## src/rtl/analog2quad_pkg.sv

```systemverilog
// Shared types and helpers for the analog-stick to quadrature steering converter.
package analog2quad_pkg;

  localparam int unsigned RATE_W = 8;
  localparam int unsigned ACC_W  = 7;

  // Gray-coded quadrature states on {A,B}; a right step walks Q0->Q1->Q2->Q3->Q0
  typedef enum logic [1:0] {
    Q0 = 2'b00,
    Q1 = 2'b01,
    Q2 = 2'b11,
    Q3 = 2'b10
  } quad_e;

  // Sign/magnitude rate: the digital override needs +/-128, which a signed byte cannot hold
  typedef struct packed {
    logic              neg;
    logic [RATE_W-1:0] mag;
  } rate_t;

  // Next quadrature state for one step; dir=1 is right
  function automatic quad_e next_quad(quad_e cur, logic dir);
    quad_e nxt;
    nxt = cur;
    unique case (cur)
      Q0: nxt = dir ? Q1 : Q3;
      Q1: nxt = dir ? Q2 : Q0;
      Q2: nxt = dir ? Q3 : Q1;
      Q3: nxt = dir ? Q0 : Q2;
      default: nxt = Q0;
    endcase
    return nxt;
  endfunction

  // |v| as 7 bits; -128 saturates to 127
  function automatic logic [ACC_W-1:0] sat_mag(logic [7:0] v);
    if (v == 8'h80) begin
      return 7'd127;
    end
    return v[7] ? 7'(~v[6:0] + 7'd1) : v[6:0];
  endfunction

endpackage

```

## src/rtl/analog2quad_if.sv

```systemverilog
// Stick/button inputs and quadrature steering outputs between hps_io and the core.
interface analog2quad_if;

  logic signed [7:0] analog_x;
  logic              left;
  logic              right;
  logic        [1:0] steer;
  logic              dir;
  logic              moving;

  // Input side (hps_io / bench drives the stick and buttons)
  modport master (
    output analog_x,
    output left,
    output right,
    input  steer,
    input  dir,
    input  moving
  );

  // Converter side
  modport slave (
    input  analog_x,
    input  left,
    input  right,
    output steer,
    output dir,
    output moving
  );

endinterface

```

## src/rtl/analog2quad_stepper.sv

```systemverilog
// quad_stepper: holds the 2-bit Gray quadrature state and the last step direction.
module quad_stepper
  import analog2quad_pkg::*;
(
  input  logic       CLK,
  input  logic       RESET,
  input  logic       step,
  input  logic       step_dir,
  output logic [1:0] steer,
  output logic       dir
);

  quad_e state_q;
  logic  dir_q;

  // Advance one Gray state per issued step; only one output bit toggles per step
  always_ff @(posedge CLK) begin
    if (RESET) begin
      state_q <= Q0;
      dir_q   <= 1'b1;
    end else if (step) begin
      state_q <= next_quad(state_q, step_dir);
      dir_q   <= step_dir;
    end
  end

  assign steer = state_q;
  assign dir   = dir_q;

endmodule

```

## src/rtl/analog2quad.sv

```systemverilog
// analog2quad: stick X deflection -> proportional-rate quadrature steering for Sprint 1.
// Optional input smoothing is compiled in with `define ANALOG2QUAD_SMOOTH_EN.
module analog2quad
  import analog2quad_pkg::*;
#(
  parameter int unsigned CLKDIV   = 22500,
  parameter int unsigned DEADZONE = 8
) (
  input logic          CLK,
  input logic          RESET,
  analog2quad_if.slave bus
);

  localparam int unsigned PRESC_W = 15;
  localparam logic [PRESC_W-1:0] PRESC_MAX = PRESC_W'(CLKDIV - 1);
  localparam logic [ACC_W-1:0]   DEAD_LIM  = ACC_W'(DEADZONE);

  logic [PRESC_W-1:0] presc_q;
  logic               tick;

  assign tick = (presc_q == PRESC_MAX);

  // Prescaler: one tick every CLKDIV cycles, counting from 0 after reset
  always_ff @(posedge CLK) begin
    if (RESET) begin
      presc_q <= '0;
    end else if (tick) begin
      presc_q <= '0;
    end else begin
      presc_q <= presc_q + PRESC_W'(1);
    end
  end

  // level is the stick value the current tick acts on: the value being captured on this tick,
  // so a new deflection takes effect on the very next tick.
  logic signed [7:0] level;

`ifdef ANALOG2QUAD_SMOOTH_EN
  logic signed [9:0]  filt_q;
  logic signed [9:0]  filt_d;
  logic signed [10:0] diff;

  // First-order IIR: filt += ((x<<2) - filt) >>> 2. The difference is formed one bit wider so a
  // full-scale swing cannot wrap; the update itself always lands between filt and x<<2.
  always_comb begin
    diff   = $signed({bus.analog_x[7], bus.analog_x, 2'b00}) - $signed({filt_q[9], filt_q});
    filt_d = tick ? (filt_q + 10'(diff >>> 2)) : filt_q;
    level  = filt_d[9:2];
  end

  // Filter state advances on tick only
  always_ff @(posedge CLK) begin
    if (RESET) begin
      filt_q <= '0;
    end else begin
      filt_q <= filt_d;
    end
  end
`else
  logic signed [7:0] samp_q;
  logic signed [7:0] samp_d;

  // Raw sample path: capture the stick on tick only
  always_comb begin
    samp_d = tick ? bus.analog_x : samp_q;
    level  = samp_d;
  end

  // Sample register
  always_ff @(posedge CLK) begin
    if (RESET) begin
      samp_q <= '0;
    end else begin
      samp_q <= samp_d;
    end
  end
`endif

  logic [ACC_W-1:0] mag;
  rate_t            rate;

  // Rate selection: buttons override the stick, both buttons cancel, dead zone suppresses drift
  always_comb begin
    mag  = sat_mag(level);
    rate = '0;
    if (bus.left && bus.right) begin
      rate = '0;
    end else if (bus.right) begin
      rate.neg = 1'b0;
      rate.mag = RATE_W'(128);
    end else if (bus.left) begin
      rate.neg = 1'b1;
      rate.mag = RATE_W'(128);
    end else if (mag <= DEAD_LIM) begin
      rate = '0;
    end else begin
      rate.neg = level[7];
      rate.mag = {1'b0, mag};
    end
  end

  logic              rate_nz;
  logic              rate_right;
  logic              acc_dir_q;
  logic [ACC_W-1:0]  acc_q;
  logic [ACC_W-1:0]  acc_base;
  logic [RATE_W-1:0] sum;
  logic              step;
  logic              moving_q;

  // acc_dir_q tracks the sign the accumulator is filling for. It is kept apart from the output
  // dir because dir only moves on a step: comparing against dir would clear acc on every tick
  // after a reversal and a sub-128 rate could never produce its first step.
  always_comb begin
    rate_nz    = |rate.mag;
    rate_right = ~rate.neg;
    acc_base   = (rate_right != acc_dir_q) ? '0 : acc_q;
    sum        = {1'b0, acc_base} + rate.mag;
    step       = tick & rate_nz & sum[RATE_W-1];
  end

  // Phase accumulator and moving flag, updated on tick; zero rate holds acc
  always_ff @(posedge CLK) begin
    if (RESET) begin
      acc_q     <= '0;
      acc_dir_q <= 1'b1;
      moving_q  <= 1'b0;
    end else if (tick) begin
      moving_q <= rate_nz;
      if (rate_nz) begin
        acc_q     <= sum[ACC_W-1:0];
        acc_dir_q <= rate_right;
      end
    end
  end

  assign bus.moving = moving_q;

  quad_stepper u_stepper (
    .CLK      (CLK),
    .RESET    (RESET),
    .step     (step),
    .step_dir (rate_right),
    .steer    (bus.steer),
    .dir      (bus.dir)
  );

endmodule
```

## src/flat_wrapper.sv

```systemverilog
// flat-port wrapper written by rule: the top's interface ports become plain ports
module analog2quad_flat import analog2quad_pkg::*;
#(
  parameter int unsigned CLKDIV   = 22500,
  parameter int unsigned DEADZONE = 8
)
  (CLK, RESET, bus_analog_x, bus_left, bus_right, bus_steer, bus_dir, bus_moving);
  analog2quad_if bus_i ();
  input logic CLK;
  input logic RESET;
  input wire logic [$bits(bus_i.analog_x)-1:0] bus_analog_x;
  input wire logic [$bits(bus_i.left)-1:0] bus_left;
  input wire logic [$bits(bus_i.right)-1:0] bus_right;
  output wire logic [$bits(bus_i.steer)-1:0] bus_steer;
  output wire logic [$bits(bus_i.dir)-1:0] bus_dir;
  output wire logic [$bits(bus_i.moving)-1:0] bus_moving;
  assign bus_i.analog_x = bus_analog_x;
  assign bus_i.left = bus_left;
  assign bus_i.right = bus_right;
  assign bus_steer = bus_i.steer;
  assign bus_dir = bus_i.dir;
  assign bus_moving = bus_i.moving;
  analog2quad #(.CLKDIV(CLKDIV), .DEADZONE(DEADZONE)) u_core (.CLK(CLK), .RESET(RESET), .bus(bus_i));
endmodule
```

## config.mk

```make
export PLATFORM = sky130hd
export DESIGN_NAME = analog2quad_flat
export DESIGN_NICKNAME = d
export VERILOG_FILES = /design/src/rtl/analog2quad_pkg.sv /design/src/rtl/analog2quad_if.sv /design/src/rtl/analog2quad_stepper.sv /design/src/rtl/analog2quad.sv /design/src/flat_wrapper.sv
export SDC_FILE = /design/constraint.sdc
export NUM_CORES = 1
export LEC_CHECK = 0
export CORE_ASPECT_RATIO = 1.1
export CORE_UTILIZATION = 40
export DETAILED_ROUTE_END_ITERATION = 8
export GPL_TIMING_DRIVEN = 1
export HOLD_SLACK_MARGIN = 0.1
export SLEW_MARGIN = 20
export SYNTH_ARGS = -nofsm -noshare
export SYNTH_HDL_FRONTEND = slang
export SYNTH_SLANG_ARGS = --single-unit
```

## constraint.sdc

```tcl
create_clock -name CLK -period 6.3 [get_ports CLK]
set_input_delay 1.26 -clock CLK [delete_from_list [all_inputs] [get_ports CLK]]
set_output_delay 1.26 -clock CLK [all_outputs]
set_load 0.005 [all_outputs]
```

==> results.md <==
- The multi-input gate area in the final layout is between 1500 and 2000 sq um.
- Setup violations remaining at the end of the flow were counted as 0.
- The row count is 29.
- From bottom edge to top edge, the die measures about 84 um.
- When the netlist entered floorplanning its net count stood at around 320.
- For the final routed database, the setup TNS stands at 0 ns.
- The most used flip-flop cell after synthesis is sky130_fd_sc_hd__dfxtp_1.
- The net total in the final layout is 330.
- The worst max-slew margin expressed relative to the limit is approximately three fifths.
- The path category of the worst min-delay check is reg -> reg.
- The longest clock path from root to sink contains 2 buffers.
- The filler cells instantiated in the layout total 570.
- The classification of the worst setup path is in -> reg.
- The H-tree was split into 2 levels.
- The length of routed wiring on met1 is 2520 um.
- The maximum achievable frequency is 173 MHz.
- The highest metal layer carrying signal wires in the routed design is met4.
- For the finished layout, the period the worst path requires is a little under 6 ns.
- Across the VDD grid, the largest voltage drop is ~0.000090 V.
- The floorplan step set the die width to just under 80 um.
- The number of antenna violations at the first check in global routing is 0.
- Synthesis produced a netlist whose cell count is approximately 300.
- For this configuration, the core starts out at a cell density of between 40 and 50%.
- In the detailed route, the total length drawn on met2 is 2400 um.
- The nature of the critical path startpoint is a primary input.
- The final critical-path share of the clock period is between 90% and 100%.
- Summing over every cut layer, the via total after detailed routing is between 2,000 and 2,500.
- The share of the yosys chip area belonging to registers is 28.5%.
- Among all stages on the critical path, the largest delay is contributed by sky130_fd_sc_hd__clkdlybuf4s50_1.
- The cell area that synthesis handed to floorplanning was about 2500 sq um.
- The number of buffers added to fix hold violations after cts is 0.
- After clock tree synthesis, the clock-pin slew on the worst setup and hold paths is about 0.08 ns.
- The Yosys warning count is 0.
- Input and output buffers added on the ports amount to 15.
- The via count of the first global-routing pass is around 2,000.
- The buffers inserted during post-CTS setup optimization is 0.
- Walking the worst path, the cells encountered are clkdlybuf4s50_1 > mux2i_2 > ha_1 > or3b_1 > nor4_1 > mux2_1 > nand2b_1 > nand4_1 > nand2_1 > xor2_1 > nor2b_1 > ha_1 > a21o_1 > a211oi_1 > o21ai_0 > o211ai_1 > xor2_1 > nor2_1 > a31oi_2 > mux2_1.
- The count of flip-flops with a built-in enable after synthesis is 0.
- Summed over all instances, the cell type with the most area after synthesis is sky130_fd_sc_hd__dfxtp_1.
- The number of distinct standard cells referenced by the synthesized netlist is 61.
- In this run the critical register-to-register path is launched from u_core.presc_q[0].
- For this run, the slowest stage of the critical path takes approximately 0.48 ns.
- The power density normalized to cell area is around 160 nW/um^2.
- Along the worst hold path, the cell count comes to 1.
- The worst hold path begins at u_core.presc_q[0].
- Yosys attributes the largest share of cell area to sky130_fd_sc_hd__dfxtp_1 (28%), sky130_fd_sc_hd__nor2_1 (5.3%), sky130_fd_sc_hd__ha_1 (5.1%), sky130_fd_sc_hd__xor2_1 (4.3%), sky130_fd_sc_hd__mux2i_1 (4.1%).
- For the pin with the worst max-slew slack, the measured transition is approximately 0.57 ns.
- Global routing used between 10% and 20% of the available tracks.
- The root buffer cell chosen for the clock tree is sky130_fd_sc_hd__clkbuf_8.
- The number of iterations in the first detailed-routing pass is 6.
- The repair_antennas step left the layout with diodes totalling 0.
- Counting flops and latches in the post-synthesis netlist gives 35.
- The clock net sink count is 35.
- After clock tree synthesis, the repair step resized 0 gates.
- The worst reg-to-reg path cell count is 23.
- The routed via count divided by cell count is about 5.3.
- Of all flip-flops after synthesis, the portion carrying an async set or reset was 0%.
- The number of DRC markers after the initial detailed-route iteration is 85.
- The number of clock buffers added by TritonCTS is 5.
- The worst setup slack for register-to-register paths is 0.86 ns.
- Max-cap violations in this run came to 0.
- The mean cell area of the mapped netlist is about 8.4 sq um.
- Setup repair after global routing left no endpoint under its margin.
- The endpoint class of the critical path is a register.
- Entering global routing, the biggest net connects 32 pins.
- The routed wire length on met3 is ~150 um.
- The placer congestion estimate is 0.806.
- The total wire length is around 5000 um.
- At the worst endpoint, the required time is between 6 and 7 ns.
- The clock reaches the later pin of the worst-skew pair after 0.29 ns.
- The TritonCTS clock tree is done.
- The run finished with clean final reports.
- The max-slew violation total from the final report is 0.
- For this run, design rule violations remaining after detail routing come to 0.
- The leakage dissipation is between 1 and 1.5 nW.
- Data arrives at the worst endpoint at ~6.0 ns.
- The final worst clock skew is 0.00876 ns.
- The post-synthesis to final-layout area growth is 13.2%.
- For this run the aggregate overflow at the end of global routing stands at 0.
- The worst-path maximum fanout is 6.
- After synthesis, the most frequently instantiated cells are sky130_fd_sc_hd__dfxtp_1 (35), sky130_fd_sc_hd__nor2_1 (35), sky130_fd_sc_hd__a21oi_1 (19).
- The reg-to-reg endpoint is u_core.u_stepper.steer[1].
- The area of all sequential standard cells is approximately 700 sq um.
- The area enclosed by the die boundary is 6470 sq um.
- The worst hold path endpoint is u_core.presc_q[0].
- The global-route wire length before repair is roughly 9000 um.
- The synthesized design devotes to its leading area cell type between 20% and 30% of total area.
- The average routed wire per standard cell is around 13 um.
- The hold violation count in the final report was 0.
- The number of nets with antenna violations after routing is 0.
- The tightest hold path in the finished design has a slack of 0.464 ns.
- The boundary pin count is 16.
- The final HPWL from detailed placement is 3740 um.
- The total area inside the core boundary comes to 5840 sq um.
- The fraction of final layout cells with drive strength greater than 1 is under 10%.
## logic make-up (layout without fill, tap and decap cells)
| family | count (synthesis) | after routing | synth area share (%) |
|---|---|---|---|
| mux | 19 | 19 | 9.50 |
| flops | 35 | 35 | 28.5 |
| compound gates | 58 | 58 | 15.9 |
| simple gates | 125 | 125 | 28.4 |
| buf+inv | 21 | 37 | 3.76 |
| xor+xnor | 23 | 23 | 8.18 |
| fa+ha+maj | 11 | 11 | 5.89 |
## state kept, by name, summed over array words and instances, names as in the netlist
name                    flops
u_core.bus.moving           1
u_core.acc_q                7
u_core.u_stepper.steer      2
u_core.presc_q             15
u_core.acc_dir_q            1
u_core.samp_q               8
u_core.u_stepper.dir        1
## power by group
| group | total, W | leakage, nW | internal (W) | switching (W) |
|---|---|---|---|---|
| Combinational | 0.0000324 | 0.779 | 0.0000148 | 0.0000176 |
| Sequential | 0.000224 | 0.282 | 0.000223 | 0.00000178 |
| Clock | 0.000179 | 0.0474 | 0.0000893 | 0.0000900 |
## through the flow
| step | worst slack, ns | power, W | utilization, % | area, sq um | std cells |
|---|---|---|---|---|---|
| finish | 0.530 | 0.000436 | 47.7 | 2790 | 385 |
| global route | 0.0367 | 0.000455 | 47.7 | 2790 | 385 |
| CTS | 0.504 | 0.000440 | 47.7 | 2790 | 385 |
| detailed placement | 0.215 | 0.000262 | 46.0 | 2690 | 377 |
| global placement | 0.347 | 0.000262 | 46.0 | 2690 | 377 |
| floorplan | 1.02 | 0.000248 | - | 2460 | 292 |
## worst max path at each step
stage / start / end / slack [ns] / cells past startpoint
finish: bus_analog_x[0] / u_core.u_stepper.steer[1] / 0.53 / 20
detailed placement: bus_analog_x[0] / u_core.u_stepper.steer[1] / 0.21 / 20
floorplan: bus_analog_x[1] / u_core.u_stepper.steer[1] / 1.02 / 19
global placement: bus_analog_x[0] / u_core.u_stepper.steer[1] / 0.35 / 20
global route: bus_analog_x[0] / u_core.u_stepper.steer[1] / 0.04 / 20
CTS: bus_analog_x[0] / u_core.u_stepper.steer[1] / 0.50 / 20
## layer usage
layer / track usage [%] / up-vias
met5: 0 / -
met2: 29.2 / 24
met1: 21.7 / 952
li1: - / 1069
met4: 6.82 / 0
met3: 2.93 / 6
## cell type report
| class | instances | share of cell area [%] |
|---|---|---|
| Clock buffer | 6 | 2.96 |
| Sequential cell | 35 | 25.1 |
| Timing Repair Buffer | 20 | 6.74 |
| Clock inverter | 2 | 0.584 |
| Multi-Input combinational cell | 236 | 59.9 |
| Tap cell | 77 | 3.46 |
| Inverter | 9 | 1.21 |
## cell usage in the layout, fill, tap and decap left out, drive strengths merged, types with 4 or more instances in the layout
cell type	n
nor2	35
dfxtp	35
a21oi	19
nand2	16
clkdlybuf4s50	15
nor2b	13
xor2	12
mux2i	12
xnor2	11
o21ai	11
ha	10
inv	9
nor3	9
nand3	9
nand2b	7
mux2	7
clkbuf	6
or3	5
o21bai	5
buf	5
a21o	4
and3	4
nand4	4
## critical path: cells and delay by family
kind	cells	cell delay, ns
AO/OA/AOI/OAI	5	0.99
XOR/XNOR	2	0.38
adder cells (fa/ha/maj)	2	0.58
buffers and inverters	1	0.48
multiplexers	3	0.84
AND/OR/NAND/NOR	7	1.41
Power figures use the tool's default switching activity.
